`src/rtl/nibble_serial_add_ctrl_if.sv`:
```
// Handshake bundle for the nibble-serial adder.
// Optional sub port exists only when ADD_SUB_EN is defined.
interface nibble_serial_add_ctrl_if #(
  parameter int WIDTH = 16
);
  logic             in_valid;
  logic             in_ready;
  logic [WIDTH-1:0] a;
  logic [WIDTH-1:0] b;
  logic             cin;
  logic             out_valid;
  logic             out_ready;
  logic [WIDTH-1:0] sum;
  logic             cout;
  logic             busy;
`ifdef ADD_SUB_EN
  logic             sub;
`endif

  modport master (
`ifdef ADD_SUB_EN
    output sub,
`endif
    output in_valid, a, b, cin, out_ready,
    input  in_ready, out_valid, sum, cout, busy
  );

  modport slave (
`ifdef ADD_SUB_EN
    input  sub,
`endif
    input  in_valid, a, b, cin, out_ready,
    output in_ready, out_valid, sum, cout, busy
  );
endinterface

```
`src/rtl/nibble_serial_add_ctrl.sv`:
```
// WIDTH-bit add over WIDTH/4 cycles through one 4-bit CLA slice.
// Define ADD_SUB_EN to add the sub port (a-b via ~b and carry 1).
module nibble_serial_add_ctrl #(
  parameter int WIDTH = 16
) (
  input logic                    clk,
  input logic                    rst_n,
  nibble_serial_add_ctrl_if.slave bus
);

  localparam int NIB = WIDTH / 4;
  localparam int CW  = (NIB > 1) ? $clog2(NIB) : 1;
  localparam logic [CW-1:0] LAST = CW'(NIB - 1);

  typedef enum logic [1:0] {
    IDLE,
    RUN,
    DONE
  } state_t;

  state_t state, state_nx;

  logic [CW-1:0]    cnt;
  logic [WIDTH-1:0] a_sh, b_sh, sum_q;
  logic             cy, cout_q, ov_q;
  logic [WIDTH-1:0] b_in;
  logic             c_in;
  logic [3:0]       g, p;
  logic [4:0]       c;
  logic [4:0]       s;

`ifdef ADD_SUB_EN
  assign b_in = bus.sub ? ~bus.b : bus.b;
  assign c_in = bus.sub ? 1'b1 : bus.cin;
`else
  assign b_in = bus.b;
  assign c_in = bus.cin;
`endif

  // 4-bit carry-lookahead slice on the low nibble of the shift regs
  always_comb begin
    g    = a_sh[3:0] & b_sh[3:0];
    p    = a_sh[3:0] ^ b_sh[3:0];
    c[0] = cy;
    c[1] = g[0] | (p[0] & c[0]);
    c[2] = g[1] | (p[1] & g[0]) | (p[1] & p[0] & c[0]);
    c[3] = g[2] | (p[2] & g[1]) | (p[2] & p[1] & g[0])
         | (p[2] & p[1] & p[0] & c[0]);
    c[4] = g[3] | (p[3] & g[2]) | (p[3] & p[2] & g[1])
         | (p[3] & p[2] & p[1] & g[0])
         | (p[3] & p[2] & p[1] & p[0] & c[0]);
    s    = {c[4], p ^ c[3:0]};
  end

  // state register
  always_ff @(posedge clk or negedge rst_n) begin
    if (!rst_n) state <= IDLE;
    else        state <= state_nx;
  end

  // next-state decode
  always_comb begin
    state_nx = state;
    unique case (state)
      IDLE: if (bus.in_valid)   state_nx = RUN;
      RUN:  if (cnt == LAST)    state_nx = DONE;
      DONE: if (bus.out_ready)  state_nx = IDLE;
      default:                  state_nx = IDLE;
    endcase
  end

  // operand capture, per-nibble sum build, carry and result flags
  always_ff @(posedge clk or negedge rst_n) begin
    if (!rst_n) begin
      cnt    <= '0;
      cy     <= 1'b0;
      a_sh   <= '0;
      b_sh   <= '0;
      sum_q  <= '0;
      cout_q <= 1'b0;
      ov_q   <= 1'b0;
    end else begin
      unique case (state)
        IDLE: begin
          if (bus.in_valid) begin
            a_sh  <= bus.a;
            b_sh  <= b_in;
            cy    <= c_in;
            cnt   <= '0;
            sum_q <= '0;
          end
        end
        RUN: begin
          for (int i = 0; i < NIB; i++) begin
            if (cnt == CW'(i)) sum_q[4*i +: 4] <= s[3:0];
          end
          cy   <= s[4];
          a_sh <= a_sh >> 4;
          b_sh <= b_sh >> 4;
          cnt  <= cnt + 1'b1;
          if (cnt == LAST) begin
            cout_q <= s[4];
            ov_q   <= 1'b1;
          end
        end
        DONE: begin
          if (bus.out_ready) ov_q <= 1'b0;
        end
        default: ov_q <= 1'b0;
      endcase
    end
  end

  assign bus.in_ready  = (state == IDLE);
  assign bus.busy      = (state != IDLE);
  assign bus.out_valid = ov_q;
  assign bus.sum       = sum_q;
  assign bus.cout      = cout_q;

endmodule

```
`src/flat_wrapper.sv`:
```
// flat-port wrapper written by rule: the top's interface ports become plain ports
module nibble_serial_add_ctrl_flat 
#(
  parameter int WIDTH = 16
)
  (clk, rst_n, bus_in_valid, bus_a, bus_b, bus_cin, bus_out_ready, bus_in_ready, bus_out_valid, bus_sum, bus_cout, bus_busy);
  nibble_serial_add_ctrl_if #(.WIDTH(WIDTH)) bus_i ();
  input logic clk;
  input logic rst_n;
  input wire logic [$bits(bus_i.in_valid)-1:0] bus_in_valid;
  input wire logic [$bits(bus_i.a)-1:0] bus_a;
  input wire logic [$bits(bus_i.b)-1:0] bus_b;
  input wire logic [$bits(bus_i.cin)-1:0] bus_cin;
  input wire logic [$bits(bus_i.out_ready)-1:0] bus_out_ready;
  output wire logic [$bits(bus_i.in_ready)-1:0] bus_in_ready;
  output wire logic [$bits(bus_i.out_valid)-1:0] bus_out_valid;
  output wire logic [$bits(bus_i.sum)-1:0] bus_sum;
  output wire logic [$bits(bus_i.cout)-1:0] bus_cout;
  output wire logic [$bits(bus_i.busy)-1:0] bus_busy;
  assign bus_i.in_valid = bus_in_valid;
  assign bus_i.a = bus_a;
  assign bus_i.b = bus_b;
  assign bus_i.cin = bus_cin;
  assign bus_i.out_ready = bus_out_ready;
  assign bus_in_ready = bus_i.in_ready;
  assign bus_out_valid = bus_i.out_valid;
  assign bus_sum = bus_i.sum;
  assign bus_cout = bus_i.cout;
  assign bus_busy = bus_i.busy;
  nibble_serial_add_ctrl #(.WIDTH(WIDTH)) u_core (.clk(clk), .rst_n(rst_n), .bus(bus_i));
endmodule
```
`config.mk`:
```
export PLATFORM = sky130hd
export DESIGN_NAME = nibble_serial_add_ctrl_flat
export DESIGN_NICKNAME = d
export VERILOG_FILES = /design/src/rtl/nibble_serial_add_ctrl_if.sv /design/src/rtl/nibble_serial_add_ctrl.sv /design/src/flat_wrapper.sv
export SDC_FILE = /design/constraint.sdc
export NUM_CORES = 1
export LEC_CHECK = 0
export CAP_MARGIN = 20
export CORE_MARGIN = 1.5
export CORE_UTILIZATION = 40
export DETAILED_ROUTE_END_ITERATION = 10
export PLACE_DENSITY = 0.72
export SLEW_MARGIN = 20
export SYNTH_ARGS = -nofsm -noshare
export SYNTH_HDL_FRONTEND = slang
export SYNTH_SLANG_ARGS = --single-unit
export TNS_END_PERCENT = 1
```
`constraint.sdc`:
```
create_clock -name clk -period 2.5 [get_ports clk]
set_input_delay 0.5 -clock clk [delete_from_list [all_inputs] [get_ports clk]]
set_output_delay 0.5 -clock clk [all_outputs]
set_load 0.02 [all_outputs]
```
==> metrics list, run 1 <==
- Final WL: 5601 um
* Minimum period implied by the final worst setup slack: 2.071 ns
* Number of buffers created by CTS: 5
* Worst vdd ir: 513.1 uV
* Count of pins on the block boundary: 57
- The final layout contains around 360 nets.
- Worst-case reg-to-reg path depth: 5
- Clock slew at reported path FFs: around 0.10 ns
* Drt wl/cell: around 14 um
- The clock drives 55 sinks.
- Critical Path End Type: primary output
* Combined area of all synthesized cells: between 2000 and 3000 sq um
- Counting distinct cell types in the post-synthesis netlist gives 31.
* Share of synthesized area occupied by flip-flops and latches: roughly half
* Detailed-route vias per instance: 5.111
- Setup repair after global routing left no endpoint under its margin.
- Mapped Nets: a little over 300
- For this run, design rule violations remaining after detail routing come to 6.
- A synthesized cell averages ~11 sq um.
* Post-CTS resize count: 0
* Final hold violation count: 0
- Detailed Place HPWL: 4145 um
- For this run, asynchronously set or reset flops after synthesis account for 100.0%.
- The run finished, with violations left.
* Leakage power of the design: 0.001563 uW
- In this run the post-CTS setup repair buffer count came out at 0.
- Number of antenna cells inserted: 0
* Via count: between 1500 and 2000
- Hold repair after CTS inserted 0 buffers.
- For this run the aggregate overflow at the end of global routing stands at 0.
* Fmax: ~0.48 GHz
- Number of enable-type register cells in the synthesized netlist: 0
* Normalized max-slew margin: between 50% and 60%
- For the worst-skew pair, the clock arrives at the later sink with an insertion delay of roughly 0.31 ns.
- Endpoint of the lowest-slack register-to-register path: u_core.bus.sum[11]
- Buffer depth of the longest clock path: 2
- In this run, synthesis produced a sequential element count of 55.
- The filler cells instantiated in the layout total between 500 and 600.
* H-tree lvl count: 2
- Quantity of I/O buffers inserted on ports: 56
* First-pass DRT Iterations: 7
* Pwr Density: about 1300 nW/um^2
- Launching element type of the critical path: flip-flop
* Die boundary height: ~85 um
* Combined area of the multi-input logic cells: approximately 1200 sq um
- Number of nets with antenna violations after routing: 0
- At the worst endpoint, the required time is 2.00 ns.
- Via count of the first global-routing pass: around 2100
* PnR Total Power: 4465 uW
* Core Area: between 6000 and 7000 sq um
* Worst clock skew: 0.01243 ns
- Global routing consumed, over all layers together, 17.25% of the routing resources.
- Worst path arrival time: about 1.6 ns
- Reg2reg setup slack: 0.79 ns
- The first global-routing pass estimated approximately 10000 um of wire.
* Initial antenna violation count: 0
* Worst reg2reg startpoint: u_core.b_sh[0]
- Cells with a size suffix above 1 make up approximately 9.0% of the layout.
- Relative to the synthesized area, the layout overhead comes to 26.93%.
- Period utilization: between 80% and 90%
* Most instantiated flip-flop cell in the synthesis netlist: dfrtp_1
- Horiz. Die Dim: 85.43 um
- The worst setup path is of the flip-flop to primary output kind.
- Final setup viols: 0
- The floorplan step defined a die boundary enclosing between 7000 and 8000 sq um.
* Maxcap violations: 0
- Pin count of the biggest net entering global routing: 49
- Slew at the pin closest to its max-slew limit: 0.7066 ns
- HP Class: input pin to async pin
- After technology mapping, the gate count stands at between 200 and 300.
- Starting utilization of the core area: a little over two fifths
* Syn. warnings: 0
- In the final layout, flip-flops and latches occupy ~1400 sq um.
- The checks that failed: DRC.
- CTS placed an instance of clkbuf_8 at the clock tree root.
- The detailed router finished its first iteration with 86 violations.
- TritonCTS built the clock tree.
- Fin. max-slew vios: 0
* Count of standard-cell rows: 29
- Final sum of negative setup slack: 0 ns
- The congestion estimate from routability-driven global placement came to approximately 0.83.
- Maximum fanout along the worst path: 3
-- sequential cells by signal, summed over array words and instances, names as in the netlist --
name	count
u_core.b_sh	16
u_core.a_sh	16
u_core.state	2
u_core.cy	1
u_core.bus.out_valid	1
u_core.bus.cout	1
u_core.cnt	2
u_core.bus.sum	16
-- cell usage in the layout (no fill, tap or decap), drive strengths merged --
master,instances
nor2,6
and2,1
a22o,9
o21ai,38
a41oi,1
mux2i,24
a32o,2
xnor2,2
a222oi,1
a21o,6
nand2,42
nor2b,11
clkinv,1
clkinvlp,1
nand2b,4
clkbuf,6
o22ai,2
xor2,1
ha,9
mux2,3
buf,8
fa,1
o21bai,1
clkdlybuf4s50,55
dfrtp,55
a21oi,14
inv,8
-- critical path: stages (launching register included) --
cell and delay (ns):
dfrtp_1 0.39, nor2_1 0.22, clkdlybuf4s50_1 0.65
-- worst max path at each step --
| stage | start | end | slack [ns] | depth (start not counted) |
|---|---|---|---|---|
| 6_report | u_core.state[0] | bus_in_ready | 0.43 | 2 |
| 5_1_grt | u_core.state[0] | bus_in_ready | 0.34 | 2 |
| 4_1_cts | u_core.state[0] | bus_in_ready | 0.41 | 2 |
| 3_5_place_dp | bus_in_valid | u_core.b_sh[15] | 0.38 | 5 |
| 3_3_place_gp | bus_in_valid | u_core.b_sh[12] | 0.44 | 5 |
| 2_1_floorplan | u_core.state[0] | bus_busy | 0.90 | 3 |
-- synth_stat cells, types with 3 or more instances --
cell type  instances  area, sq um
mux2_4             3        45.04
buf_6              4        45.04
a22o_1             9        78.83
nand2_1           42        157.7
clkbuf_1           4        15.01
a21oi_2            4        35.03
nor2b_1           10        62.56
a21oi_1           10        50.05
o21ai_1           24        120.1
mux2i_1           24        240.2
inv_1              8        30.03
a21o_1             6        45.04
buf_2              5        25.02
nor2_1             6        22.52
ha_1               9        112.6
nand2b_1           4        25.02
o21ai_0           13        65.06
dfrtp_1           55         1376
-- per-stage QoR --
stage | hold slack, ns | area [sq um] | std cells | utilization [%] | setup WS [ns]
global route | 0.2703 | 3450 | 389 | 53.41 | 0.3356
floorplan | 0.2044 | 2718 | 256 | - | 0.9015
CTS | 0.2390 | 3450 | 389 | 53.41 | 0.4141
global placement | 0.4639 | 3351 | 381 | 51.88 | 0.4372
finish | 0.2225 | 3450 | 389 | 53.41 | 0.4289
detailed placement | 0.4753 | 3351 | 381 | 51.88 | 0.3781
-- power by group --
part           switching (uW)  internal, uW  total [uW]  leakage (uW)
Sequential                242          1270        1510      0.000701
Clock                     296           227         523     0.0000474
Combinational            1300          1130        2430      0.000815
Total                    1840          2620        4470       0.00156
-- cell families after synthesis --
kind of cell	after synthesis	share of synthesized area, %
mux	27	10.50
buf+inv	23	5.110
xor+xnor	3	1.243
fa+ha+maj	10	4.880
simple gates	64	10.50
flops	55	50.64
compound gates	74	17.13
-- layout make-up --
type / instances / share of cell area (%)
Inverter: 8 / 0.8705
Clock buffer: 6 / 2.394
Tap cell: 77 / 2.793
Timing Repair Buffer: 63 / 18.35
Sequential cell: 55 / 39.90
Multi-Input combinational cell: 178 / 35.22
Clock inverter: 2 / 0.4715
-- per-layer routing --
layer	vias to the layer above	wire length, um	track usage (%)
met5	-	0	0
met4	0	85	5.718
li1	988	-	-
met3	9	322	3.405
met1	921	2669	24.36
met2	70	2524	26.70
No activity file was read; power rests on OpenSTA's default activity.
==> run 2: changes to the inputs <==
- clock period: 2.5 -> 2.05 ns (I/O delays scaled with it)
==> run 2 against run 1 <==
- the run still ends with DRC left
- non-clock buffer count up 1
- clock power up 42%
- setup slack worse by 0.30 ns
- core utilization up 0.64 points
- power up 24%
- via count up 1.3%
- register-to-register slack worse by 0.45 ns
- design area up 1.2%
- count of clock-buffer cells in the layout unchanged
- sequential cell count unchanged
- wire length up 0.71%
- worst hold slack worse by 0.17 ns
- critical path type unchanged
==> metrics list, run 2 (same netlist as run 1, synthesis figures left out) <==
- Clock latency reported for the late side of the worst-skew pair: approximately 0.31 ns
- Post-CTS timing repair inserted 0 buffers for setup.
- The HPWL after detailed placement is ~4300 um.
* Source of the critical timing path: u_core.state[0]
* Reg2reg setup slack: 0.34 ns
* Via count of the first global-routing pass: roughly 2100
* Final WL: about 5600 um
* # clock sinks: 55
- The checks that failed: DRC.
* Horiz. Die Dim: between 80 and 90 um
- Number of antenna cells inserted: 0
- CTS placed an instance of clkbuf_8 at the clock tree root.
- Buffer depth of the longest clock path: 2
- Worst clock skew: ~0.0086 ns
* Maxcap violations: 0
- # hold bufs at CTS: 0
* Worst-case reg-to-reg path depth: 5
* Wire length of the first global-routing pass: roughly 10000 um
- Minimum period implied by the final worst setup slack: 1.916 ns
* H-tree lvl count: 2
* Synthesis-to-layout area growth: 28.45%
- The flow ran to the end, but the final reports show violations.
- Summed over all layers, the global routing overflow is 0.
- Data required, critical path: about 1.6 ns
* Final setup viols: 0
* Maximum fanout along the worst path: 3
- The library cells used most frequently in the layout, excluding fill and tap cells, are dfrtp_1, clkdlybuf4s50_1, nand2_1.
- The worst setup path is launched from a flip-flop.
- First-pass DRT Iterations: 10
* Count of pins on the block boundary: 57
- Leakage power of the design: between 0.0015 and 0.002 uW
- The post-route netlist has a little under a tenth of its cells at a drive strength greater than 1.
* Fill cell count: a little under 600
- After layout, the worst path uses a little over 90% of the clock period.
* Count of routing violations after the opening detailed-route iteration: 115
- Most common library cell in the layout ignoring fill and taps: dfrtp_1
* Clock slew at reported path FFs: ~0.090 ns
* Pin count of the biggest net entering global routing: between 50 and 60
- The region available for standard cell placement spans 6459 sq um.
- Fin. max-slew vios: 0
* Fmax: 0.5218 GHz
- DRC violations left: 5
- Initial antenna violation count: 0
- TritonCTS built the clock tree.
- The die is ~85 um tall.
- Final sum of negative setup slack: 0 ns
* Number of nets with antenna violations after routing: 0
- Dividing total power by cell area gives a power density of between 1500 and 2000 nW/um^2.
- GPL Wtd Cong: ~0.84
* Detailed-route vias per instance: 5.164
* Number of buffers created by CTS: 5
- The setup path with the least slack is of type flip-flop to primary output.
* Worst reg2reg startpoint: u_core.b_sh[0]
- Registers take 1376 sq um.
- Overall Global Routing Usage: 16.75%
* Via count: between 2000 and 2500
- Quantity of I/O buffers inserted on ports: 56
* Worst Setup EP: bus_busy
- Once the floorplan was initialized, standard cells occupied 42.08% of the core.
- Data on the critical path arrives at its endpoint at approximately 1.5 ns.
- Critical Path End Type: primary output
* RSZ-0062 raised after global routing: false
- Count of standard-cell rows: 29
- The min-delay analysis places its worst path in the category input pin to async pin.
- Summing all multi-input logic gate instances after layout gives roughly 1200 sq um.
- Endpoint of the lowest-slack register-to-register path: u_core.bus.sum[11]
- Final layout net count: about 360
- In the final routed layout, each cell accounts on average for 14.46 um.
- For the pin with the worst max-slew slack, the measured transition is between 0.4 and 0.5 ns.
- Worst vdd ir: between 500 and 600 uV
* Normalized max-slew margin: between 60% and 70%
- Final hold violation count: 0
- Smallest hold slack: about 0.054 ns
* Area enclosed by the die boundary: ~7300 sq um
==> run 2: cell count changes in the layout (fill, tap and decap cells not counted), sizes merged <==
cell,previous run,this run
bufinv,0,1
clkdlybuf4s50,55,54
buf,8,9
clkinvlp,1,0
dlymetal6s2s,0,1
==> run 2: critical path, stage by stage, from the launching register on <==
cell             delay [ns]
dfrtp_1                0.39
nor2_1                 0.22
inv_1                  0.06
clkdlybuf4s50_1        0.53
==> run 2: area by class of cell <==
class,count,share of cell area (%)
Clock buffer,6,2.366
Clock inverter,2,1.004
Inverter,8,0.8602
Multi-Input combinational cell,178,34.80
Sequential cell,55,39.43
Tap cell,77,2.760
Timing Repair Buffer,64,18.78
==> run 2: through the flow <==
| step | total power [uW] | instances | setup slack [ns] | util, % | instance area, sq um |
|---|---|---|---|---|---|
| finish | 5553 | 390 | 0.1336 | 54.05 | 3491 |
| global route | 5984 | 390 | 0.04421 | 54.05 | 3491 |
| CTS | 5616 | 390 | 0.05111 | 54.01 | 3488 |
| detailed placement | 4872 | 382 | 0.3137 | 52.19 | 3371 |
| global placement | 4758 | 382 | 0.3169 | 52.19 | 3371 |
| floorplan | 4021 | 256 | 0.4556 | - | 2718 |
==> run 2: what timing repair did <==
item / in CTS / in global routing
endpoints found under the hold margin: 0 / 0
gates resized for setup: 0 / 1
setup endpoints to repair: 0 / 1
==> run 2: layer usage <==
metal / track usage (%) / share of wire (%) / vias up
li1: - / - / 991
met1: 22.18 / 47 / 965
met2: 27.92 / 48 / 55
met3: 4.086 / 4.9 / 3
met4: 3.666 / 0.39 / 0
met5: 0 / 0 / -
==> run 2: worst min path at each step <==
stage | startpoint | end | cells past startpoint
final | rst_n | u_core.bus.cout | 1
after detailed placement | rst_n | u_core.bus.cout | 1
after floorplan | rst_n | u_core.a_sh[0] | 0
after global placement | rst_n | u_core.bus.sum[15] | 1
after CTS | rst_n | u_core.bus.cout | 1
after global routing | rst_n | u_core.bus.cout | 1
==> run 2: where the power goes <==
group          leakage (uW)  switching [uW]  internal [uW]
Sequential         0.000701             308           1550
Combinational      0.000835            1570           1380
Clock             0.0000612             348            396
